### config.mk
export PLATFORM = sky130hd
export DESIGN_NAME = mc_shift_register_fifo
export DESIGN_NICKNAME = d
export VERILOG_FILES = /design/src/rtl/mc_shift_register_fifo_pkg.sv /design/src/rtl/mc_shift_register_fifo_channel.sv /design/src/rtl/mc_shift_register_fifo.sv
export SDC_FILE = /design/constraint.sdc
export NUM_CORES = 1
export LEC_CHECK = 0
export CORE_MARGIN = 5
export CORE_UTILIZATION = 55
export CTS_BUF_LIST = sky130_fd_sc_hd__clkbuf_4
export CTS_CLUSTER_SIZE = 40
export DETAILED_ROUTE_END_ITERATION = 16
export GPL_TIMING_DRIVEN = 0
export HOLD_SLACK_MARGIN = 0.12
export PLACE_DENSITY = 0.81
export SETUP_SLACK_MARGIN = 0.4
export SLEW_MARGIN = 20
export SYNTH_ARGS = -nofsm -noshare
export SYNTH_HDL_FRONTEND = slang
export SYNTH_SLANG_ARGS = --single-unit
### constraint.sdc
create_clock -name clk -period 6 [get_ports clk]
set_input_delay 1.2 -clock clk [delete_from_list [all_inputs] [get_ports clk]]
set_output_delay 1.2 -clock clk [all_outputs]
set_load 0.02 [all_outputs]
### src/rtl/mc_shift_register_fifo_pkg.sv
// ---------------------------------------------------------------------------
// mc_srfifo_pkg
//   Shared definitions for the multi-channel shift-register FIFO.
//   - count_width(): number of bits needed to hold an occupancy of 0..depth.
//   - ERR_* constants: bit positions of the two sticky error flags inside a
//     channel's packed error vector.
// ---------------------------------------------------------------------------
package mc_srfifo_pkg;

    localparam int ERR_OVERFLOW  = 0;
    localparam int ERR_UNDERFLOW = 1;
    localparam int ERR_BITS      = 2;

    // Occupancy ranges over 0..depth inclusive, hence depth+1 distinct values.
    function automatic int count_width(input int depth);
        return (depth < 1) ? 1 : $clog2(depth + 1);
    endfunction

endpackage : mc_srfifo_pkg

### src/rtl/mc_shift_register_fifo_channel.sv
// ---------------------------------------------------------------------------
// srfifo_channel
//   One shift-register FIFO channel. Slot 0 always holds the oldest entry and
//   drives data_out directly, so a read is a plain shift-down of the array.
//
// Ports
//   clk           in   sole clock, rising edge
//   rst           in   synchronous active-high reset
//   push          in   write request
//   pop           in   read request
//   data_in       in   [WIDTH]  write data
//   data_out      out  [WIDTH]  head entry (slot 0), combinational from storage
//   empty         out  count == 0
//   full          out  count == DEPTH
//   almost_empty  out  count <= AEMPTY_THRESH
//   almost_full   out  count >= AFULL_THRESH
//   count         out  [CW]     occupancy
//   overflow      out  sticky: push dropped because channel was full
//   underflow     out  sticky: pop ignored because channel was empty
//
// Request semantics: push/pop are single-cycle requests with no ready signal.
//   A pop is accepted when count > 0. A push is accepted when count < DEPTH,
//   or when count == DEPTH and a pop is accepted on the same edge (the pop
//   frees the slot the push fills). Rejected requests set the sticky flags.
// ---------------------------------------------------------------------------
module srfifo_channel
    import mc_srfifo_pkg::*;
#(
    parameter int WIDTH         = 8,
    parameter int DEPTH         = 4,
    parameter int AFULL_THRESH  = DEPTH - 1,
    parameter int AEMPTY_THRESH = 1
) (
    input  logic                          clk,
    input  logic                          rst,
    input  logic                          push,
    input  logic                          pop,
    input  logic [WIDTH-1:0]              data_in,
    output logic [WIDTH-1:0]              data_out,
    output logic                          empty,
    output logic                          full,
    output logic                          almost_empty,
    output logic                          almost_full,
    output logic [count_width(DEPTH)-1:0] count,
    output logic                          overflow,
    output logic                          underflow
);

    localparam int CW = count_width(DEPTH);

    // Thresholds recast to the counter width so comparisons are width-exact.
    localparam logic [CW-1:0] DEPTH_C   = CW'(DEPTH);
    localparam logic [CW-1:0] AFULL_C   = CW'(AFULL_THRESH);
    localparam logic [CW-1:0] AEMPTY_C  = CW'(AEMPTY_THRESH);
    localparam logic [CW-1:0] ONE_C     = CW'(1);

    logic [WIDTH-1:0]    slot_q [DEPTH];
    logic [WIDTH-1:0]    slot_d [DEPTH];
    logic [CW-1:0]       count_q, count_d;
    logic [ERR_BITS-1:0] err_q, err_d;

    logic                is_empty, is_full;
    logic                pop_ok, push_ok;
    logic [CW-1:0]       wr_idx;

    assign is_empty = (count_q == '0);
    assign is_full  = (count_q == DEPTH_C);

    // A pop on a full channel makes room for a same-edge push.
    assign pop_ok   = pop && !is_empty;
    assign push_ok  = push && (!is_full || pop_ok);

    // With a concurrent pop everything moves down one, so the free slot is
    // one lower than the current occupancy.
    assign wr_idx   = pop_ok ? (count_q - ONE_C) : count_q;

    // ---------------------------------------------------------------
    // Storage next state
    // ---------------------------------------------------------------
    always_comb begin
        for (int i = 0; i < DEPTH; i++) begin
            slot_d[i] = slot_q[i];
        end
        if (pop_ok) begin
            for (int i = 0; i < DEPTH - 1; i++) begin
                slot_d[i] = slot_q[i + 1];
            end
        end
        if (push_ok) begin
            for (int i = 0; i < DEPTH; i++) begin
                if (wr_idx == CW'(i)) begin
                    slot_d[i] = data_in;
                end
            end
        end
    end

    // ---------------------------------------------------------------
    // Occupancy and sticky error next state
    // ---------------------------------------------------------------
    always_comb begin
        count_d = count_q;
        unique case ({push_ok, pop_ok})
            2'b10:   count_d = count_q + ONE_C;
            2'b01:   count_d = count_q - ONE_C;
            default: count_d = count_q;
        endcase

        err_d = err_q;
        if (push && is_full && !pop) begin
            err_d[ERR_OVERFLOW] = 1'b1;
        end
        if (pop && is_empty) begin
            err_d[ERR_UNDERFLOW] = 1'b1;
        end
    end

    // Slot contents are not reset: with count forced to zero they are never
    // observable as valid data, and a reset write-through would be wasted.
    always_ff @(posedge clk) begin
        for (int i = 0; i < DEPTH; i++) begin
            slot_q[i] <= slot_d[i];
        end
    end

    always_ff @(posedge clk) begin
        if (rst) begin
            count_q <= '0;
            err_q   <= '0;
        end else begin
            count_q <= count_d;
            err_q   <= err_d;
        end
    end

    // ---------------------------------------------------------------
    // Outputs: all status derived from registered state only
    // ---------------------------------------------------------------
    assign data_out     = slot_q[0];
    assign count        = count_q;
    assign empty        = is_empty;
    assign full         = is_full;
    assign almost_empty = (count_q <= AEMPTY_C);
    assign almost_full  = (count_q >= AFULL_C);
    assign overflow     = err_q[ERR_OVERFLOW];
    assign underflow    = err_q[ERR_UNDERFLOW];

`ifdef FORMAL
    // Invariants a data-integrity proof relies on.
    always_comb begin
        assert (count_q <= DEPTH_C);
        assert (!(empty && full));
        if (!rst && push && pop && is_full) begin
            assert (push_ok && pop_ok);
        end
    end

    // Single-entry tracker: once a word is accepted while tracking is idle,
    // it must reach slot 0 after exactly the number of pops of the entries
    // ahead of it, and then appear unchanged on data_out.
    logic [CW-1:0]    trk_pos_q;
    logic             trk_vld_q;
    logic [WIDTH-1:0] trk_dat_q;

    always_ff @(posedge clk) begin
        if (rst) begin
            trk_vld_q <= 1'b0;
            trk_pos_q <= '0;
            trk_dat_q <= '0;
        end else if (!trk_vld_q) begin
            if (push_ok) begin
                trk_vld_q <= 1'b1;
                trk_pos_q <= wr_idx;
                trk_dat_q <= data_in;
            end
        end else if (pop_ok) begin
            if (trk_pos_q == '0) begin
                trk_vld_q <= 1'b0;
            end else begin
                trk_pos_q <= trk_pos_q - ONE_C;
            end
        end
    end

    always_comb begin
        if (!rst && trk_vld_q && trk_pos_q == '0) begin
            assert (data_out == trk_dat_q);
        end
        if (!rst && trk_vld_q) begin
            assert (trk_pos_q < count_q);
        end
    end
`endif

endmodule : srfifo_channel

### src/rtl/mc_shift_register_fifo.sv
// ---------------------------------------------------------------------------
// mc_shift_register_fifo
//   CHANNELS fully independent shift-register FIFOs sharing one clock and
//   reset. Per-channel buses are packed with channel c at [c*W +: W].
//
// Ports
//   clk           in   sole clock, rising edge
//   rst           in   synchronous active-high reset
//   push          in   [CHANNELS]        write requests
//   pop           in   [CHANNELS]        read requests
//   data_in       in   [CHANNELS*WIDTH]  write data
//   data_out      out  [CHANNELS*WIDTH]  head entries
//   empty         out  [CHANNELS]
//   full          out  [CHANNELS]
//   almost_empty  out  [CHANNELS]        count <= AEMPTY_THRESH
//   almost_full   out  [CHANNELS]        count >= AFULL_THRESH
//   count         out  [CHANNELS*CW]     occupancy, CW = $clog2(DEPTH+1)
//   overflow      out  [CHANNELS]        sticky until rst
//   underflow     out  [CHANNELS]        sticky until rst
// ---------------------------------------------------------------------------
module mc_shift_register_fifo
    import mc_srfifo_pkg::*;
#(
    parameter int WIDTH         = 8,
    parameter int DEPTH         = 4,
    parameter int CHANNELS      = 2,
    parameter int AFULL_THRESH  = DEPTH - 1,
    parameter int AEMPTY_THRESH = 1
) (
    input  logic                                   clk,
    input  logic                                   rst,
    input  logic [CHANNELS-1:0]                    push,
    input  logic [CHANNELS-1:0]                    pop,
    input  logic [CHANNELS*WIDTH-1:0]              data_in,
    output logic [CHANNELS*WIDTH-1:0]              data_out,
    output logic [CHANNELS-1:0]                    empty,
    output logic [CHANNELS-1:0]                    full,
    output logic [CHANNELS-1:0]                    almost_empty,
    output logic [CHANNELS-1:0]                    almost_full,
    output logic [CHANNELS*count_width(DEPTH)-1:0] count,
    output logic [CHANNELS-1:0]                    overflow,
    output logic [CHANNELS-1:0]                    underflow
);

    localparam int CW = count_width(DEPTH);

`ifdef FORMAL
    if (DEPTH < 2) begin : g_bad_depth
        $error("mc_shift_register_fifo: DEPTH must be at least 2");
    end
    if (AFULL_THRESH > DEPTH || AFULL_THRESH < 0) begin : g_bad_afull
        $error("mc_shift_register_fifo: AFULL_THRESH must be within 0..DEPTH");
    end
    if (AEMPTY_THRESH > DEPTH || AEMPTY_THRESH < 0) begin : g_bad_aempty
        $error("mc_shift_register_fifo: AEMPTY_THRESH must be within 0..DEPTH");
    end
    if (WIDTH < 1 || CHANNELS < 1) begin : g_bad_shape
        $error("mc_shift_register_fifo: WIDTH and CHANNELS must be at least 1");
    end
`endif

    for (genvar c = 0; c < CHANNELS; c++) begin : g_ch
        srfifo_channel #(
            .WIDTH         (WIDTH),
            .DEPTH         (DEPTH),
            .AFULL_THRESH  (AFULL_THRESH),
            .AEMPTY_THRESH (AEMPTY_THRESH)
        ) u_channel (
            .clk          (clk),
            .rst          (rst),
            .push         (push[c]),
            .pop          (pop[c]),
            .data_in      (data_in[c*WIDTH +: WIDTH]),
            .data_out     (data_out[c*WIDTH +: WIDTH]),
            .empty        (empty[c]),
            .full         (full[c]),
            .almost_empty (almost_empty[c]),
            .almost_full  (almost_full[c]),
            .count        (count[c*CW +: CW]),
            .overflow     (overflow[c]),
            .underflow    (underflow[c])
        );
    end

endmodule : mc_shift_register_fifo

== Yosys cells after proc, flatten, opt, wreduce, memory -nomap -nowiden ==
Memories as Yosys holds them, arrays and structs flattened.
Cells that the tools add are included.
Cells by class
  magnitude comparators: 4
  mux-type cells: 16
  add/subtract/negate cells: 4
  reductions and logical operators: 24
  equal/unequal tests: 12
Operators with widths (count)
  two-way mux 32 bit: 2
  two-way mux 8 bit: 8
  two-way mux 24 bit: 2
  equality test 3 x 2 -> 1 bit, second input constant: 4
  logical NOT 3 bit: 4
  one-hot mux 3 bit (2 select lines): 2
  logical AND 1 bit: 10
  adder 3 x 1 -> 3 bit, second input constant: 2
  equality test 3 x 1 -> 1 bit, second input constant: 2
  equality test 3 bit, second input constant: 2
  greater-or-equal comparator 3 x 2 -> 1 bit, second input constant: 2
  <= comparator 3 x 1 -> 1 bit, second input constant: 2
  logical NOT 1 bit: 6
  two-way mux 3 bit: 2
  subtractor 3 x 1 -> 3 bit, second input constant: 2
  equality test 2 x 1 -> 1 bit, second input constant: 2
  equality test 2 bit, second input constant: 2
  nonzero test 2 bit: 2
  logical OR 1 bit: 2
Storage, ports and cells
  input bits: 22
  RAM bits: 64
  word-level logic and storage cells: 68
  output and inout bits: 34
  register bits after elaboration: 10
  memories: 2
Memory list
  g_ch[0].u_channel.slot_q: words 4, bits a word 8, read ports 4, clocked after Yosys merged registers in 0, write ports 4, line mc_shift_register_fifo_channel.sv:57  | logic [WIDTH-1:0] slot_q [DEPTH];
  g_ch[1].u_channel.slot_q: words 4, bits a word 8, read ports 4, clocked after Yosys merged registers in 0, write ports 4, line mc_shift_register_fifo_channel.sv:57

== Longest topological paths before layout ==
Gate-level depths: netlist (run 1).
  depth in word-level cells: 7
  gate-level depth with buffers: 9
  gate-level depth less buffers: 8

== Cells and area by module ==
A second synthesis (run 1) with hierarchy kept.
Unflattened totals
  cells, all modules: 336
  area total of the unflattened synthesis: 3448.3 um^2
Modules (own cells, without submodules)
  srfifo_channel (g_ch[1].u_channel): seq. area each 820.8 um^2, area an instance 1729.2 um^2, cells an instance 170, times used 1
  srfifo_channel (g_ch[0].u_channel): seq. area each 820.8 um^2, area an instance 1719.1 um^2, cells an instance 166, times used 1

== Worst setup path after synthesis (run 1) ==
No wires, ideal clock.
  kind: input to register
  start point: in pop[0]
  end point: mem g_ch[0].u_channel.slot_q[3][0] (enable)
  cell stages on the path: 5
  arrival time: 2.461 ns
  buffers on the path: 1
  path slack: 3.156 ns
  library setup time: 0.383 ns
  data required time: 5.617 ns
  path through: buf_2 > nor2b_1 > o32ai_1 > o21ai_1 > nor3_1
RTL lines
  start: declaration: line mc_shift_register_fifo.sv:33  | input logic [CHANNELS-1:0] pop,
  end: declaration: line mc_shift_register_fifo_channel.sv:57

== Worst setup path after layout (run 1) ==
  start point: reg g_ch[1].u_channel.count_q[0]
  end point: out empty[1]
Between the ends
  longest elaborated chain between the ends: 1
Ends and longest elaborated chain
  start: declaration: line mc_shift_register_fifo_channel.sv:59  | logic [CW-1:0] count_q, count_d;
  start signal: assignment: line mc_shift_register_fifo_channel.sv:131  | count_q <= count_d;
  logical NOT 3 bit: line mc_shift_register_fifo_channel.sv:66  | assign is_empty = (count_q == '0);
  end: declaration: line mc_shift_register_fifo.sv:36  | output logic [CHANNELS-1:0] empty,
No other way between the ends.

==> impl_metrics.toml, run 1 <==
[yosys]
synth-seq-cells = 74
avgSynthCellArea_um2 = 10.4
synth_top_cell_by_area = "sky130_fd_sc_hd__dfxtp_1"
postSynthCellCount = 355
synth_sequential_area_ratio_pct = 44.5
ys_async_rst_share_pct = 0
netlist_area_um2 = 3690
synth_cell_types = 50
synth_top_area_share_pct = 31.5
synth-main-ff-cell = "sky130_fd_sc_hd__dfxtp_1"
synth_fp_nets = 387
synth_enable_flop_cells = 16
ys.warnings.count = 0
synth.top_cells.by_area = "sky130_fd_sc_hd__dfxtp_1 31%, sky130_fd_sc_hd__edfxtp_1 13%, sky130_fd_sc_hd__mux2_2 9.8%"

[finish]
post_route_cells_drive_above_1_share_pct = 22.5
syn_to_final_growth_pct = 20.9
num-nets-final = 450
instances_no_fill = 500
finished_cell_area_um2 = 4460
post-route-util_pct = 69.4
insertedDiodeCount = 0
layout_common_cells = "58 x sky130_fd_sc_hd__dfxtp_1, 52 x sky130_fd_sc_hd__clkdlybuf4s50_1, 36 x sky130_fd_sc_hd__nand2_1"
final_common_cell = "sky130_fd_sc_hd__dfxtp_1"

[floorplan]
die-height_um = 91.9
floorplan.core_area_um2 = 6420
start_util_pct = 57.4
top_level_ports = 56
row_count = 29
chipWidth_um = 91.9
design.die.area_um2 = 8440

[sta]
timing_worst_slew_pin_value_ps = 740
slew_headroom_pct = 50.4
final.setup.tns_ps = 0
fin_worst_skew_ps = 16.2
report.final.hold_viol_count = 0
max_clock_freq_mhz = 277
grt_setup_unrepaired = "no"
timing_max_transition_violations_final = 0
layout_worst_path_cycle_share_pct = 60.2
setup_viol = 0
final_critical_path_setup_slack_ps = 2390
finalCriticalPeriod_ps = 3610

[placement]
numPortBuffers = 52
detailedPlacementHpwl_mm = 5.53
gp_congestion = 0.903
dpl_cell_area_um2 = 4310
dpl.cell_count = 484
place_ws_ps = 2550

[grt]
grt_max_degree = 15
grt_antenna_before_repair = 0
global_route.usage.total_pct = 18.9
gr-total-overflow = 0
first_global_vias = 2771
grt_first_pass_wirelength_mm = 12.9

[power]
power.leakage_nw = 1.84
ir_worst_vdd_v = 0.000330
p_per_area_nw_per_um2 = 599

[routing]
vias_per_cell = 5.51
route.detailed.wl_per_inst_um = 15.3
drt-pass1-iter-count = 4
postRouteAntennaNets = 0
post_detailed_route_drc_marker_count = 0
drt-total-wl_mm = 7.65
first_iter_violations = 87
routed-via-count = 2757

[hold_path]
whs_path_depth = 2
holdCritStartpoint = "g_ch[0].u_channel.err_q[0]"
min_to = "g_ch[0].u_channel.err_q[0]"
worst_hold_path_type = "reg2reg"

[worst_setup_path]
criticalPathCategory = "reg2out"
r2r.worst_path.cells = 6
timing.critical_path.fanout_max = 9
reg2reg_slack_ps = 3440
worst_setup_path_end_kind = "output port"
crit_arrival_ps = 2410
reg2reg_from = "g_ch[0].u_channel.count[0]"
crit_required_ps = 4800
crit-reg2reg-capture = "g_ch[0].u_channel.slot_q[3][5]"
critPathLaunchType = "flip-flop"

[clock_network]
cts_repair_resize_count = 0
cts.hold.buffers_added = 0
cts_max_level = 3
worst_skew_late_latency_ps = 430
cts.repair_timing.setup_buffer_count = 0
clock-root-buffer = "sky130_fd_sc_hd__clkbuf_4"
cts_num_sinks = 74
cts_inserted_buffers = 9
path_clk_slew_ps = 110
cts_tree = "done"
cts_buffer_depth = 2

[outcome]
outcome = "completed"

[run]
drv.max_cap_violation_count = 0
layer usage:
layer | share of wire [%] | track usage, % | up-vias
met1 | 43 | 22.1 | 1302
li1 | - | - | 1379
met2 | 51 | 33.2 | 67
met5 | 0 | 0 | -
met4 | 1.1 | 6.06 | 0
met3 | 5.1 | 5.56 | 9
cell families (layout without fill, tap and decap cells):
kind of cell,count (synthesis),count (layout),synth area share [%]
AND/OR/NAND/NOR,90,90,11.4
flip-flops,74,74,44.5
AO/OA/AOI/OAI,68,68,13.0
multiplexers,66,66,19.0
buffers and inverters,43,111,7.74
adder cells (fa/ha/maj),10,10,3.39
XOR/XNOR,4,4,0.950
registers in the layout, indices dropped and copies added (netlist names):
signal                 flops
g_ch.u_channel.count       6
g_ch.u_channel.slot_q     64
g_ch.u_channel.err_q       4
worst max-delay path, stage by stage, from the launching register on:
cell and delay [ps]:
sky130_fd_sc_hd__dfxtp_1 540, sky130_fd_sc_hd__inv_1 180, sky130_fd_sc_hd__ha_1 340, sky130_fd_sc_hd__nand2b_2 170, sky130_fd_sc_hd__clkinv_2 100, sky130_fd_sc_hd__buf_4 130, sky130_fd_sc_hd__clkdlybuf4s50_1 520
how the worst max path moves through the flow:
stage / start / endpoint / cells after the start
floorplan: pop[0] / g_ch[0].u_channel.slot_q[3][0] / 5
global placement: pop[0] / g_ch[0].u_channel.slot_q[3][6] / 6
detailed placement: pop[0] / g_ch[0].u_channel.slot_q[3][6] / 6
CTS: g_ch[1].u_channel.count[0] / empty[1] / 6
global route: g_ch[1].u_channel.count[0] / empty[1] / 6
finish: g_ch[1].u_channel.count[0] / empty[1] / 6
per-stage QoR:
stage	hold slack [ps]	power, mW
2_1_floorplan	438	1.92
3_3_place_gp	451	2.32
3_5_place_dp	466	2.38
4_1_cts	494	2.69
5_1_grt	526	2.87
6_report	486	2.67
area by class of cell:
cell class              instances  area [um2]
well taps                      77        96.3
clock buffers                   9        67.6
fillers                       512        1960
plain buffers                  27         224
clock inverters                 7        76.3
flip-flops and latches         74        1640
inverters                      16        61.3
multi-input cells             238        1770
repair buffers                 52         520
power breakdown:
group	internal [mW]	total (mW)	switching (mW)	leakage, nW
sequential	0.733	0.855	0.122	0.632
combinational	0.739	1.50	0.763	1.14
clock	0.130	0.315	0.185	0.0746
total	1.60	2.67	1.07	1.84
synth_stat cells (2+ instances only):
| master | number |
|---|---|
| sky130_fd_sc_hd__a2111oi_0 | 3 |
| sky130_fd_sc_hd__a2111oi_4 | 2 |
| sky130_fd_sc_hd__xnor2_1 | 3 |
| sky130_fd_sc_hd__nand2b_2 | 2 |
| sky130_fd_sc_hd__o21ai_0 | 31 |
| sky130_fd_sc_hd__nor3_1 | 12 |
| sky130_fd_sc_hd__nor4_1 | 4 |
| sky130_fd_sc_hd__buf_4 | 14 |
| sky130_fd_sc_hd__ha_1 | 10 |
| sky130_fd_sc_hd__dfxtp_1 | 58 |
| sky130_fd_sc_hd__nand3_1 | 3 |
| sky130_fd_sc_hd__o21ai_2 | 2 |
| sky130_fd_sc_hd__inv_1 | 13 |
| sky130_fd_sc_hd__mux2i_1 | 34 |
| sky130_fd_sc_hd__buf_2 | 4 |
| sky130_fd_sc_hd__a31oi_1 | 2 |
| sky130_fd_sc_hd__nand2_1 | 36 |
| sky130_fd_sc_hd__clkbuf_8 | 2 |
| sky130_fd_sc_hd__mux2_2 | 32 |
| sky130_fd_sc_hd__nand2b_1 | 2 |
| sky130_fd_sc_hd__a21oi_1 | 9 |
| sky130_fd_sc_hd__buf_6 | 6 |
| sky130_fd_sc_hd__nor2_1 | 22 |
| sky130_fd_sc_hd__o21ai_1 | 5 |
| sky130_fd_sc_hd__nand2_2 | 2 |
| sky130_fd_sc_hd__edfxtp_1 | 16 |
| sky130_fd_sc_hd__a221oi_2 | 2 |
| sky130_fd_sc_hd__o32ai_1 | 2 |
Power figures use the tool's default switching activity.
==> run 2: changes to the inputs <==
==> constraint.sdc (replaced) <==
create_clock -name clk -period 3.4 [get_ports clk]
set_input_delay 0.68 -clock clk [delete_from_list [all_inputs] [get_ports clk]]
set_output_delay 0.68 -clock clk [all_outputs]
set_load 0.02 [all_outputs]
==> impl_metrics.toml, run 2 (synthesized netlist as in run 1, its figures left out) <==
[worst_setup_path]
critical-path-slowest-cell = "sky130_fd_sc_hd__clkdlybuf4s50_1"
critPathLaunchType = "flip-flop"
worst_setup_path_end_kind = "output port"
crit_path_cell_trace = "inv_1 -> ha_4 -> inv_1 -> nor2_1 -> buf_4 -> clkdlybuf4s50_1"
criticalPathCategory = "reg2out"
crit_arrival_ps = 2190
crit_required_ps = 2720
critical-path-max-stage-delay_ps = 590
reg2reg_slack_ps = 1010
cpMostUsedCell = "sky130_fd_sc_hd__inv_1"
timing.critical_path.fanout_max = 9

[finish]
max_reg_flops = 64
multi_input_area_um2 = 1800
insertedDiodeCount = 0
final_common_cell = "sky130_fd_sc_hd__dfxtp_1"
post_route_cells_drive_above_1_share_pct = 24.1
nFillCells = 508
syn_to_final_growth_pct = 21.6
final-seq-area_um2 = 1640
num-nets-final = 450
largest_registers = "g_ch.u_channel.slot_q x64, g_ch.u_channel.count x6, g_ch.u_channel.err_q x4"
layout_common_cells = "56 x sky130_fd_sc_hd__dfxtp_1, 52 x sky130_fd_sc_hd__clkdlybuf4s50_1, 36 x sky130_fd_sc_hd__nand2_1"
largest_register = "g_ch.u_channel.slot_q"

[sta]
layout_worst_path_cycle_share_pct = 84.5
finalCriticalPeriod_ps = 2870
report.final.hold_viol_count = 0
grt_setup_unrepaired = "yes"
slew_headroom_pct = 50.3
timing_worst_slew_pin_value_ps = 742
setup_viol = 0
final.setup.tns_ps = 0
final_critical_path_setup_slack_ps = 526
max_clock_freq_mhz = 348
timing_max_transition_violations_final = 0
fin_worst_skew_ps = 16.1

[grt]
global_route.usage.total_pct = 18.9
grt_first_pass_wirelength_mm = 12.9
grt_antenna_before_repair = 0
gr-total-overflow = 0
grt_max_degree = 15
first_global_vias = 2779

[routing]
vias_per_cell = 5.53
post_detailed_route_drc_marker_count = 0
routed-via-count = 2765
drt-total-wl_mm = 7.69
drt-pass1-iter-count = 4
route.detailed.wl_per_inst_um = 15.4
first_iter_violations = 88
postRouteAntennaNets = 0

[clock_network]
cts_buffer_depth = 2
cts_num_sinks = 74
cts_max_level = 3
cts.repair_timing.setup_buffer_count = 0
path_clk_slew_ps = 110
clock-root-buffer = "sky130_fd_sc_hd__clkbuf_4"
worst_skew_late_latency_ps = 430
cts_tree = "done"
cts_inserted_buffers = 9

[power]
switching_share_pct = 39.9
combinational_fraction_of_design_power_pct = 56.6
p_per_area_nw_per_um2 = 1060
ir_worst_vdd_v = 0.000581
power.sequential.fraction_pct = 31.7
power.leakage_nw = 1.84
cell_internal_pwr_mw = 2.87
clock_power_share_pct = 11.6
switchingPower_mw = 1.90

[floorplan]
top_level_ports = 56
start_util_pct = 57.4
chipWidth_um = 91.9
row_count = 29
floorplan.core_area_um2 = 6420
design.die.area_um2 = 8440
die-height_um = 91.9

[placement]
numPortBuffers = 52
detailedPlacementHpwl_mm = 5.53
gp_congestion = 0.903
place_ws_ps = 465

[hold_path]
worst_hold_path_type = "reg2reg"

[outcome]
outcome = "completed"

[run]
drv.max_cap_violation_count = 0
==> run 2: cell counts in the layout (fill, tap and decap cells not counted) <==
No cell type changed its count.
==> run 2: what timing repair did <==
item,in CTS,in global routing
setup endpoints to repair,4,4
hold buffers,0,0
resized for setup,5,4
==> run 2: cell type report <==
cell class | instances | area share (%)
Timing Repair Buffer | 52 | 11.6
Inverter | 16 | 1.37
Clock inverter | 7 | 1.70
Buffer | 27 | 4.99
Multi-Input combinational cell | 238 | 40.0
Clock buffer | 9 | 1.51
Tap cell | 77 | 2.15
Sequential cell | 74 | 36.7
==> run 2: path summary, 6_finish.rpt <==
path	startpoint	to	cells past startpoint
min reg2reg	g_ch[0].u_channel.err_q[1]	g_ch[0].u_channel.err_q[1]	2
max	g_ch[1].u_channel.count[0]	full[1]	6
max reg2reg	g_ch[1].u_channel.count[0]	g_ch[1].u_channel.slot_q[1][1]	7
min	g_ch[0].u_channel.err_q[1]	g_ch[0].u_channel.err_q[1]	2
==> run 2: power by group through the flow <==
stage	Combinational, mW	Sequential [mW]	Clock [mW]
after floorplan	1.75	1.63	0
after global routing	2.95	1.57	0.607
after detailed placement	2.66	1.53	0
final	2.70	1.51	0.555
after global placement	2.58	1.51	0
after CTS	2.68	1.51	0.571
==> run 2: routing by layer <==
layer | global-route usage [%] | vias to the layer above | wire [um]
met5 | 0 | - | 0
met4 | 6.31 | 0 | 107
met3 | 5.56 | 10 | 384
met2 | 33.2 | 65 | 3860
met1 | 22.1 | 1308 | 3340
li1 | - | 1382 | -
==> run 2: through the flow <==
step | hold WS (ps) | power [mW] | std cells | util [%] | instance area [um2]
5_1_grt | 526 | 5.13 | 500 | 69.8 | 4490
6_report | 486 | 4.77 | 500 | 69.8 | 4490
3_3_place_gp | 451 | 4.09 | 484 | 67.0 | 4300
4_1_cts | 494 | 4.77 | 500 | 69.5 | 4460
3_5_place_dp | 466 | 4.19 | 484 | 67.2 | 4310
2_1_floorplan | 438 | 3.38 | 355 | - | 3690
==> run 2: critical path: cells and delay by family, from the launching register on <==
kind | cells | cell delay [ps]
flops | 1 | 400
fa+ha+maj | 1 | 220
buf+inv | 4 | 1010
simple gates | 1 | 150
==> run 3: changes to the inputs <==
==> constraint.sdc (replaced) <==
create_clock -name clk -period 2.8 [get_ports clk]
set_input_delay 0.56 -clock clk [delete_from_list [all_inputs] [get_ports clk]]
set_output_delay 0.56 -clock clk [all_outputs]
set_load 0.02 [all_outputs]
==> impl_metrics.toml, run 3 (synthesized netlist as in run 1, its figures left out) <==
[power]
power.sequential.fraction_pct = 31.8
switching_share_pct = 39.7
ir_worst_vdd_v = 0.000991
cell_internal_pwr_mw = 3.52
p_per_area_nw_per_um2 = 1300
power.leakage_nw = 1.87
clock_power_share_pct = 12.6
switchingPower_mw = 2.32
combinational_fraction_of_design_power_pct = 55.6

[routing]
routed-via-count = 2820
post_detailed_route_drc_marker_count = 0
postRouteAntennaNets = 0
drt-pass1-iter-count = 4
vias_per_cell = 5.63
first_iter_violations = 108
route.detailed.wl_per_inst_um = 15.7
drt-total-wl_mm = 7.87

[worst_setup_path]
reg2reg_slack_ps = 570
worst_setup_path_end_kind = "output port"
timing.critical_path.fanout_max = 8
crit_required_ps = 2240
critPathLaunchType = "flip-flop"
criticalPathCategory = "reg2out"
crit_arrival_ps = 1750

[floorplan]
start_util_pct = 57.4
row_count = 29
top_level_ports = 56
chipWidth_um = 91.9
design.die.area_um2 = 8440
floorplan.core_area_um2 = 6420
die-height_um = 91.9

[sta]
timing_worst_slew_pin_value_ps = 717
report.final.hold_viol_count = 0
finalCriticalPeriod_ps = 2310
fin_worst_skew_ps = 19.0
slew_headroom_pct = 51.9
timing_max_transition_violations_final = 0
layout_worst_path_cycle_share_pct = 82.5
grt_setup_unrepaired = "no"
max_clock_freq_mhz = 433
whs_ps = 460
final.setup.tns_ps = 0
setup_viol = 0

[clock_network]
cts_tree = "done"
cts_num_sinks = 74
cts_max_level = 3
cts.hold.buffers_added = 0
cts_inserted_buffers = 9
clock-root-buffer = "sky130_fd_sc_hd__clkbuf_4"
worst_skew_late_latency_ps = 420
cts_buffer_depth = 2
path_clk_slew_ps = 120

[placement]
numPortBuffers = 52
detailedPlacementHpwl_mm = 5.67
gp_congestion = 0.886

[finish]
post_route_cells_drive_above_1_share_pct = 26.4
layout_common_cells = "53 x sky130_fd_sc_hd__dfxtp_1, 44 x sky130_fd_sc_hd__clkdlybuf4s50_1, 36 x sky130_fd_sc_hd__nand2_1"
syn_to_final_growth_pct = 22.3
max_reg_flops = 64
insertedDiodeCount = 0
num-nets-final = 451
final_common_cell = "sky130_fd_sc_hd__dfxtp_1"
largest_register = "g_ch.u_channel.slot_q"
largest_registers = "g_ch.u_channel.slot_q x64, g_ch.u_channel.count x6, g_ch.u_channel.err_q x4"

[grt]
grt_max_degree = 14
first_global_vias = 2820
grt_first_pass_wirelength_mm = 13.2
grt_antenna_before_repair = 0
global_route.usage.total_pct = 19.2
gr-total-overflow = 0

[run]
drv.max_cap_violation_count = 0

[outcome]
outcome = "completed"

[hold_path]
worst_hold_path_type = "in2reg"
-- run 3: cell type report --
class                      instances  area, um2
fill                             486       1910
multi-input combinational        238       1800
sequential                        74       1650
timing repair buffer              53        507
buffer                            27        224
tap                               77       96.3
clock inverter                     7       93.8
clock buffer                       9       67.6
inverter                          16       65.1
-- run 3: what timing repair did --
action                     CTS  global route
pin swaps                    0             1
setup endpoints to repair   56            25
gates resized for setup     22            11
setup buffers                1             0
-- run 3: metal layers --
layer	global-route usage (%)	vias to the layer above	share of wire (%)
met4	5.94	0	1.2
met5	0	-	0
met3	6.22	10	5.3
met1	22.0	1338	42
li1	-	1390	-
met2	33.9	82	51
-- run 3: final timing paths --
| check | cells after the start | startpoint | end |
|---|---|---|---|
| max | 6 | g_ch[0].u_channel.count[0] | empty[0] |
| min | 3 | push[1] | g_ch[1].u_channel.err_q[0] |
| max reg2reg | 7 | g_ch[1].u_channel.count[0] | g_ch[1].u_channel.slot_q[1][2] |
| min reg2reg | 2 | g_ch[0].u_channel.err_q[0] | g_ch[0].u_channel.err_q[0] |
-- run 3: power by group through the flow --
stage          combinational [mW]  clock (mW)  sequential [mW]
3_5_place_dp                 3.22           0             1.87
2_1_floorplan                2.13           0             1.98
6_report                     3.25       0.734             1.86
4_1_cts                      3.26       0.748             1.85
5_1_grt                      3.54       0.801             1.92
3_3_place_gp                 3.13           0             1.84
-- run 3: worst max-delay path, cell delays in order, from the launching register on --
cell and delay, ps:
sky130_fd_sc_hd__dfxtp_4 390, sky130_fd_sc_hd__inv_2 130, sky130_fd_sc_hd__ha_4 200, sky130_fd_sc_hd__nand2b_2 110
sky130_fd_sc_hd__inv_2 100, sky130_fd_sc_hd__buf_4 100, sky130_fd_sc_hd__dlygate4sd2_1 320
-- run 3: per-stage QoR --
step                      setup slack [ps]  power, mW  utilization (%)  std cells  cell area [um2]
after global placement                50.4       4.97             67.2        484             4310
after detailed placement             -1.46       5.09             67.2        484             4310
final                                  489       5.85             70.2        501             4510
after CTS                              132       5.87             70.2        501             4510
after floorplan                        508       4.11                -        355             3700
after global routing                   402       6.26             70.2        501             4510
